<file path="src/rtl/cu_pkg.sv">
// Shared definitions for the write-back control unit.
package cu_pkg;

  localparam int unsigned XLEN_DEF = 32;
  localparam int unsigned RA_W_DEF = 5;

  typedef enum logic [1:0] {
    WB_IDLE    = 2'd0,
    WB_COMMIT  = 2'd1,
    WB_RELEASE = 2'd2,
    WB_TRAP    = 2'd3
  } wb_state_t;

endpackage : cu_pkg

</file>
<file path="src/rtl/cu_wb.sv">
// Write-back control unit: captures an execute-stage result on the rising
// edge of result_ready, commits it to the register file / PC for one cycle,
// then restarts the execute stage. Errors park the unit in TRAP.
module cu_wb
  import cu_pkg::*;
#(
  parameter int unsigned XLEN = XLEN_DEF,
  parameter int unsigned RA_W = RA_W_DEF
) (
  input  logic            soc_clk,
  input  logic            WB_reset_n,
  input  logic [XLEN-1:0] result_data,
  input  logic            result_ready,
  input  logic            overflow_flag,
  input  logic            zero_flag,
  input  logic            condition_met_flag,
  input  logic            error_flag,
  input  logic [RA_W-1:0] rd_addr,
  input  logic            wb_en,
  input  logic            is_branch,
  input  logic [XLEN-1:0] branch_target,
  input  logic            trap_clr,
  output logic            rf_we,
  output logic [RA_W-1:0] rf_waddr,
  output logic [XLEN-1:0] rf_wdata,
  output logic            pc_load,
  output logic [XLEN-1:0] pc_next,
  output logic            EX_reset,
  output logic            wb_done,
  output logic            trap,
  output logic            ovf_sticky
);

  wb_state_t       state_q, state_d;
  logic            rdy_q;
  logic            rise;
  logic            zero_q, zero_d;
  logic            ovf_d;
  logic            rf_we_d, pc_load_d, ex_reset_d, wb_done_d, trap_d;
  logic [RA_W-1:0] rf_waddr_d;
  logic [XLEN-1:0] rf_wdata_d, pc_next_d;

  assign rise = result_ready & ~rdy_q;

  // Outputs are registered: each is computed for the state being entered,
  // so the captured operands are latched straight into the output flops.
  always_comb begin
    state_d    = state_q;
    rf_we_d    = 1'b0;
    rf_waddr_d = '0;
    rf_wdata_d = '0;
    pc_load_d  = 1'b0;
    pc_next_d  = '0;
    ex_reset_d = 1'b0;
    wb_done_d  = 1'b0;
    trap_d     = 1'b0;
    ovf_d      = ovf_sticky;
    zero_d     = zero_q;
    case (state_q)
      WB_IDLE: begin
        if (rise) begin
          ovf_d  = ovf_sticky | overflow_flag;
          zero_d = zero_flag;
          if (error_flag) begin
            state_d    = WB_TRAP;
            trap_d     = 1'b1;
            ex_reset_d = 1'b1;
          end else begin
            state_d    = WB_COMMIT;
            rf_we_d    = wb_en && (rd_addr != '0);
            rf_waddr_d = rd_addr;
            rf_wdata_d = result_data;
            if (is_branch && condition_met_flag) begin
              pc_load_d = 1'b1;
              pc_next_d = branch_target;
            end
          end
        end
      end
      WB_COMMIT: begin
        state_d    = WB_RELEASE;
        ex_reset_d = 1'b1;
        wb_done_d  = 1'b1;
      end
      WB_RELEASE: begin
        state_d = WB_IDLE;
      end
      WB_TRAP: begin
        if (trap_clr) begin
          state_d = WB_IDLE;
        end else begin
          trap_d     = 1'b1;
          ex_reset_d = 1'b1;
        end
      end
      default: state_d = WB_IDLE;
    endcase
  end

  // State, edge detector and output registers. The edge detector keeps
  // tracking result_ready while busy, so a level still high after RELEASE
  // is not mistaken for a new result; once it drops, the next rise is seen.
  always_ff @(posedge soc_clk or negedge WB_reset_n) begin
    if (!WB_reset_n) begin
      state_q    <= WB_IDLE;
      rdy_q      <= 1'b0;
      zero_q     <= 1'b0;
      rf_we      <= 1'b0;
      rf_waddr   <= '0;
      rf_wdata   <= '0;
      pc_load    <= 1'b0;
      pc_next    <= '0;
      EX_reset   <= 1'b0;
      wb_done    <= 1'b0;
      trap       <= 1'b0;
      ovf_sticky <= 1'b0;
    end else begin
      state_q    <= state_d;
      rdy_q      <= result_ready;
      zero_q     <= zero_d;
      rf_we      <= rf_we_d;
      rf_waddr   <= rf_waddr_d;
      rf_wdata   <= rf_wdata_d;
      pc_load    <= pc_load_d;
      pc_next    <= pc_next_d;
      EX_reset   <= ex_reset_d;
      wb_done    <= wb_done_d;
      trap       <= trap_d;
      ovf_sticky <= ovf_d;
    end
  end

endmodule : cu_wb

</file>
<file path="config.mk">
export PLATFORM = sky130hd
export DESIGN_NAME = cu_wb
export DESIGN_NICKNAME = d
export VERILOG_FILES = /design/src/rtl/cu_pkg.sv /design/src/rtl/cu_wb.sv
export SDC_FILE = /design/constraint.sdc
export NUM_CORES = 1
export LEC_CHECK = 0
export BUFFER_PORTS_ARGS = -buffer_cell sky130_fd_sc_hd__buf_2
export CAP_MARGIN = 20
export CORE_ASPECT_RATIO = 0.5
export CORE_MARGIN = 1
export CORE_UTILIZATION = 46
export DETAILED_ROUTE_END_ITERATION = 6
export PLACE_DENSITY = 0.93
export REMOVE_ABC_BUFFERS = 1
export SLEW_MARGIN = 5
export SYNTH_ARGS = -nofsm -noshare
export SYNTH_HDL_FRONTEND = slang
export SYNTH_SLANG_ARGS = --single-unit
export TNS_END_PERCENT = 30
</file>
<file path="constraint.sdc">
create_clock -name soc_clk -period 4.1 [get_ports soc_clk]
set_input_delay 0.205 -clock soc_clk [delete_from_list [all_inputs] [get_ports soc_clk]]
set_output_delay 0.205 -clock soc_clk [all_outputs]
set_load 0.01 [all_outputs]
</file>
== Word-level counts from Yosys, hierarchy flattened ==
Cells that the tools add are included.

* Output and inout bits: 75
* Logic and storage cells: 52
* Register bits after elaboration: 78

* Bitwise gates (word level): 3
* Reductions and logical operators: 6
* Eq/ne operators: 5
* Muxes and demuxes: 27

{| class="wikitable"
|+ Operator list
! operator !! number
|-
| $mux 32 || 7
|-
| $mux 5 || 3
|-
| $mux 1 || 11
|-
| $pmux 2 s4 || 1
|-
| $mux 2 || 3
|-
| $reduce_bool 5->1 || 1
|-
| $eq 2x2->1 const B || 2
|-
| $ne 2x2->1 const B || 2
|-
| $reduce_and 2->1 || 2
|-
| $pmux 1 s3 || 1
|-
| $eq 2x1->1 const B || 1
|-
| $logic_and 1x1->1 || 2
|-
| $logic_not 2->1 || 1
|-
| $pmux 1 s2 || 1
|-
| $and 1x1->1 || 1
|-
| $not 1->1 || 1
|-
| $or 1x1->1 || 1
|}

== Depth between registers and ports, before layout ==
Gate-level depths: netlist of run 1.

* Word-level depth: 5
* Depth in mapped cells: 6

== Least setup slack after synthesis of run 1 ==
No wires, ideal clock.

* Path kind: reg-to-reg
* Start: register state_q[0]
* End: register pc_next[22]
* Setup slack: 2677 ps
* Clock period less this slack: 1423 ps
* Arrival time: 1304 ps
* Buffers on the path: 1
* Cell stages (with the launch flop): 7
* Required time: 3981 ps
* Cells stage by stage: dfrtp_1 > inv_1 > ha_1 > and4bb_1 > and3_4 > buf_6 > and2_1

* Word-level cells in the longest chain between the ends: 2

{| class="wikitable"
|+ RTL lines
! item !! line !! text
|-
| start: declaration || cu_wb.sv:34 || <nowiki>wb_state_t state_q, state_d;</nowiki>
|-
| start signal: assignment || cu_wb.sv:118 || <nowiki>state_q <= state_d;</nowiki>
|-
| $logic_not 2->1 || n/a ||
|-
| $mux 32 || cu_wb.sv:59 || <nowiki>case (state_q)</nowiki>
|-
| named net pc_next_d[22] || cu_wb.sv:41 || <nowiki>logic [XLEN-1:0] rf_wdata_d, pc_next_d;</nowiki>
|-
| end signal: assignment || cu_wb.sv:125 || <nowiki>pc_next <= pc_next_d;</nowiki>
|-
| end: declaration || cu_wb.sv:27 || <nowiki>output logic [XLEN-1:0] pc_next,</nowiki>
|}

The timed path passes the listed nets, and every way through them passes these cells.
A chain may end at the register's enable or synchronous reset.

== Worst setup path in the final report of run 1 ==
* Start: register state_q[1]
* End: register pc_next[1]

The elaborated chain is that of the path after synthesis.

==> results of run 1 <==
[worst max-delay path, cell delays in order (launching register included)]
cell and delay, ns:
dfrtp_1 0.40, inv_1 0.13, ha_1 0.19, and4bb_1 0.86
and3_4 0.48, and2_1 0.19
[area by class of cell]
class	instances	area, um^2	area share, %
clock inverter	6	93.8	2.49
sequential	78	1950	51.9
clock buffer	10	239	6.35
timing repair buffer	152	763	20.3
multi-input combinational	89	613	16.3
tap	73	91.3	2.43
inverter	3	11.3	0.299
[how the worst max path moves through the flow]
stage	start	endpoint	cells after the start
after detailed placement	state_q[0]	pc_next[22]	5
after floorplan	state_q[0]	pc_next[0]	5
final	state_q[1]	pc_next[1]	5
after global routing	state_q[0]	pc_next[1]	5
after global placement	state_q[0]	pc_next[9]	5
after CTS	state_q[1]	pc_next[22]	5
[registers in the layout, indices dropped and copies added, names as in the netlist, 2 cells and up]
register,flops
state_q,2
rf_wdata,32
rf_waddr,5
pc_next,32
[power groups by stage]
stage	registers (mW)	clock network (mW)	logic, mW
6_report	0.837	0.854	0.219
3_5_place_dp	0.851	0	0.221
2_1_floorplan	0.868	0	0.0903
4_1_cts	0.838	0.874	0.222
3_3_place_gp	0.846	0	0.209
5_1_grt	0.841	0.905	0.248
[per-layer routing]
| layer | part of all wire (%) | vias to the layer above | GRT usage (%) |
|---|---|---|---|
| li1 | - | 856 | - |
| met1 | 37 | 869 | 21.5 |
| met2 | 57 | 51 | 36.7 |
| met3 | 4.8 | 12 | 6.14 |
| met4 | 1.8 | 0 | 7.92 |
| met5 | 0 | - | 0 |
[synthesized netlist by cell type (all sizes together)]
cell,n
dfrtp,78
and2,69
ha,5
buf,4
a21oi,3
clkbuf,3
inv,3
mux2i,2
a21o,1
and3,1
and3b,1
and4bb,1
mux2,1
nand2b,1
nor2,1
nor2b,1
o311a,1
or3,1
[logic make-up (layout without fill, tap and decap cells)]
family / Yosys count / count (layout) / share of synthesized area, %
muxes: 3 / 3 / 1.19
AOI/OAI and AO/OA: 5 / 5 / 1.24
buffers and inverters: 10 / 171 / 2.43
and+or+nand+nor: 76 / 76 / 18.5
DFF: 78 / 78 / 74.3
adders and majority gates: 5 / 5 / 2.38
[placed cells by master, fill, tap and decap left out]
cell type	instances
nor2_1	1
bufinv_16	2
o311a_1	1
buf_2	151
clkinv_4	2
a21o_1	1
nor2b_1	1
a21oi_1	3
clkbuf_8	1
and3_4	1
inv_6	1
ha_1	5
or3_1	1
inv_1	3
buf_4	1
and2_1	69
clkinvlp_4	1
mux2i_1	2
mux2_2	1
and3b_1	1
dfrtp_1	78
nand2b_1	1
and4bb_1	1
clkbuf_16	9
[per-stage QoR]
step / instances / instance area, um^2
floorplan: 170 / 2580
global placement: 395 / 3430
detailed placement: 395 / 3430
CTS: 411 / 3760
global route: 411 / 3760
finish: 411 / 3760
==> impl_results.md, run 1 <==
* Outcome: complete, no violations
* Filler Cells Inserted at 421
* Post-route setup TNS at 0 ns
* Number of hold violations in the final report at 0
* Synthesis-to-finish area growth at 43.2%
* Row cnt at 19
* Reg-to-Reg Start: state_q[1]
* Minimum clock period at 2.34 ns
* Detail Placement HPWL at 3990 um
* Initial core utilization at 47.9%
* Largest net degree at the start of global routing at 79
* Hold bufs inserted after CTS at 0
* Hold path start: result_ready
* Crit path max fanout at 39
* Die area at 6040 um^2
* Switch share at 22.9%
* Leakage power at 2.26 nW
* First-pass GRT wire length at 9040 um
* CP Launch Type: flop
* Vias in the first global route at 1,953
* Final setup viols at 0
* Hold Slack at 0.0210 ns
* CTS tree: yes
* RSZ-0062 raised after global routing: no
* Htree depth at 3
* Netlist cell types at 20
* Post-Syn Area per Cell at 14.9 um^2
* Pwr/cell area at 507 nW/um^2
* Vias per cell at 4.35
* TritonCTS Buffers at 9
* Top cells by area, synth: dfrtp_1 74%, and2_1 16%, ha_1 2.4%
* Total GRT Usage at 20.1%
* R2R Setup Slk at 1.76 ns
* Crit path required time at 4.35 ns
* VDD IR-drop max at 264 uV
* Placer Congestion at 0.729
* CTS Root Cell: clkbuf_16
* I/O Buffers at 152
* Hold depth at 1
* Tcrit/Tclk final at 57.0%
* FMAX at 428 MHz
* Pre-CTS WS at 1.76 ns
* Sequential-to-total area share from yosys stat at 74.3%
* Slew @ Worst Pin at 0.983 ns
* Die Ht at 55.5 um
* Pre-antenna DRT Iters at 4
* Inserted Diodes at 0
* Post-CTS resize count at 0
* Worst-path clk slew at 0.06 ns
* Comb power frac at 11.5%
* Drt wl/cell at 13.5 um
* Tot Pwr at 1.91 mW
* Worst EP arrival at 2.59 ns
* Sequential power share at 43.8%
* Top Ports at 154
* Antenna Nets Post-Route at 0
* Setup crit end kind: flop
* NumNets Final at 417
* Clock skew at 0.00574 ns
* CORE AREA at 5490 um^2
* Clk_lat worst skew at 0.32 ns
* Initial antenna violation count at 0
* Number of max-cap violations at 0
* Max Slew Vio Count at 0
* Switch Pwr at 0.437 mW
* Synth Register Bits at 78
* Post-Route WL at 5550 um
* R2R depth at 5
* Clk sinks at 78
* Crit Reg-Reg Endpoint: pc_next[1]
* DR iter-0 viols at 52
* Critical path type: flop to flop
* Yosys top cell area share at 74.3%
* Int Power at 1.47 mW
* Synth Warn # at 0
* Vias at 1,788
* # Post-CTS Setup Buffers at 0
* Synthesized instance count at 177
* Mapped Area at 2630 um^2
* Residual DRC count at 0
* Endpoint, Worst Hold: rdy_q
* Setup WS post-layout at 1.76 ns
* Core Util, Final at 68.5%
* Remaining Overflow, GRT at 0
* Layout cells sized above 1 at 50.3%
* Synth area leader: dfrtp_1
* Worst relative slew slack at 34.5%
* Worst Hold Class: primary input to flop
* Proportion of power drawn by the clock network at 44.7%
* Die width at 109 um
* CTS max path bufs at 2
(Power assumes the default switching activity.)
==> run 2, diff against run 1 <==
--- a/config.mk
+++ b/config.mk
@@ -9,9 +9,9 @@
 export CAP_MARGIN = 20
 export CORE_ASPECT_RATIO = 0.5
 export CORE_MARGIN = 1
-export CORE_UTILIZATION = 46
+export CORE_UTILIZATION = 43
 export DETAILED_ROUTE_END_ITERATION = 6
-export PLACE_DENSITY = 0.93
+export PLACE_DENSITY = 0.88
 export REMOVE_ABC_BUFFERS = 1
 export SLEW_MARGIN = 5
 export SYNTH_ARGS = -nofsm -noshare
==> constraint.sdc (replaced) <==
create_clock -name soc_clk -period 2.4 [get_ports soc_clk]
set_input_delay 0.12 -clock soc_clk [delete_from_list [all_inputs] [get_ports soc_clk]]
set_output_delay 0.12 -clock soc_clk [all_outputs]
set_load 0.01 [all_outputs]
==> impl_results.md, run 2 (synthesis gave the netlist of run 1 again) <==
* Most frequent cells in the layout: 151 x buf_2, 78 x dfrtp_1, 69 x and2_1, 40 x dlygate4sd3_1, 9 x clkbuf_16
* Minimum clock period at 1.60 ns
* Vias per cell at 4.39
* # Post-CTS Setup Buffers at 0
* Htree depth at 3
* First-pass GRT wire length at 10,000 um
* Detail Placement HPWL at 4240 um
* Critical path type: flop to flop
* Top Ports at 154
* Synthesis-to-finish area growth at 57.0%
* Clk sinks at 78
* Vias in the first global route at 2,161
* R2R Setup Slk at 0.80 ns
* Tot Pwr at 3.14 mW
* CP Launch Type: flop
* CORE AREA at 5680 um^2
* Post-CTS resize count at 0
* Initial core utilization at 46.3%
* CTS max path bufs at 2
* Pwr/cell area at 761 nW/um^2
* Setup crit end kind: flop
* Crit path max fanout at 33
* Reg-to-Reg Start: state_q[1]
* CTS Root Cell: clkbuf_16
* Worst-path clk slew at 0.05 ns
* Final setup viols at 0
* RSZ-0062 raised after global routing: no
* CTS tree: yes
* Pre-antenna DRT Iters at 5
* Remaining Overflow, GRT at 0
* Number of hold violations in the final report at 0
* NumNets Final at 458
* Initial antenna violation count at 0
* Layout cells sized above 1 at 44.4%
* Row cnt at 19
* Tcrit/Tclk final at 66.7%
* Crit path required time at 2.66 ns
* DP Area at 3440 um^2
* Worst EP arrival at 1.86 ns
* Clock skew at 0.00631 ns
* Residual DRC count at 0
* Hold Slack at 0.0107 ns
* Post-Route WL at 6460 um
* Crit Reg-Reg Endpoint: pc_next[7]
* Clk_lat worst skew at 0.32 ns
* Outcome: complete, no violations
* Max Slew Vio Count at 0
* Largest net degree at the start of global routing at 79
* Placer Congestion at 0.749
* TritonCTS Buffers at 9
* Crit path launch: state_q[1]
* Worst relative slew slack at 37.9%
* Die area at 6450 um^2
* Die width at 113 um
* Leakage power at 2.41 nW
* Post-route cell area at 4130 um^2
* FMAX at 625 MHz
* Slew @ Worst Pin at 0.932 ns
* Post-route setup TNS at 0 ns
* Commonest non-fill, non-tap cell in the layout: buf_2
* R2R depth at 5
* Drt wl/cell at 14.3 um
* DR iter-0 viols at 75
* I/O Buffers at 152
* Antenna Nets Post-Route at 0
* CP Capture Point: pc_next[7]
* Hold bufs inserted after CTS at 38
* Number of max-cap violations at 0
* Vias at 1,981
* Die Ht at 57.3 um
* Filler Cells Inserted at 389
* Inserted Diodes at 0
* Worst Hold Class: primary input to flop
* VDD IR-drop max at 466 uV
* Biggest registers after layout: pc_next x32, rf_wdata x32, rf_waddr x5
* Total GRT Usage at 21.4%
-- run 2: cell count changes in the layout (fill, tap and decap cells not counted) --
cell / before / now
bufinv_16: 2 / 0
clkinvlp_4: 1 / 0
clkinv_4: 2 / 0
clkbuf_1: 0 / 2
buf_4: 1 / 2
inv_6: 1 / 0
clkbuf_8: 1 / 4
dlygate4sd3_1: 0 / 40
-- run 2: layer usage --
| metal | up-vias | global-route usage, % | share of wire [%] | wire length [um] |
|---|---|---|---|---|
| met1 | 950 | 20.4 | 36 | 2300 |
| met4 | 0 | 12.4 | 3.3 | 210 |
| met2 | 75 | 41.6 | 57 | 3680 |
| met5 | - | 0 | 0 | 0 |
| met3 | 20 | 6.48 | 4.1 | 266 |
| li1 | 936 | - | - | - |
-- run 2: stage by stage --
step	worst slack (ns)	util, %	instances
6_report	0.799	72.6	451
5_1_grt	0.673	72.6	451
4_1_cts	0.786	72.3	449
3_5_place_dp	0.794	60.5	396
3_3_place_gp	0.907	60.5	396
2_1_floorplan	0.564	-	170
-- run 2: cell type report --
cell class / instances / area [um^2] / area share (%)
sequential: 78 / 1950 / 47.3
timing repair buffer: 193 / 1170 / 28.4
multi-input combinational: 89 / 613 / 14.9
clock buffer: 15 / 288 / 6.97
tap: 73 / 91.3 / 2.21
inverter: 3 / 11.3 / 0.273
-- run 2: how the worst min path moves through the flow --
stage                     cells after the start      startpoint  slack, ns     endpoint
after floorplan                               0      WB_reset_n      -0.18     EX_reset
after CTS                                     2  result_data[7]     0.0003  rf_wdata[7]
after detailed placement                      1    result_ready       0.28        rdy_q
after global routing                          2  result_data[3]      0.005  rf_wdata[3]
final                                         2  result_data[7]       0.01  rf_wdata[7]
after global placement                        1    result_ready       0.26        rdy_q
-- run 2: critical path: stages, from the launching register on --
cell	delay, ns
dfrtp_1	0.39
inv_1	0.13
ha_1	0.21
and4bb_1	0.24
and3_4	0.37
and2_1	0.19
-- run 2: report_power, final --
part / switching [mW] / internal [mW] / leakage (nW)
logic: 0.218 / 0.221 / 1.20
registers: 0.0335 / 1.40 / 1.07
clock network: 0.463 / 0.808 / 0.142
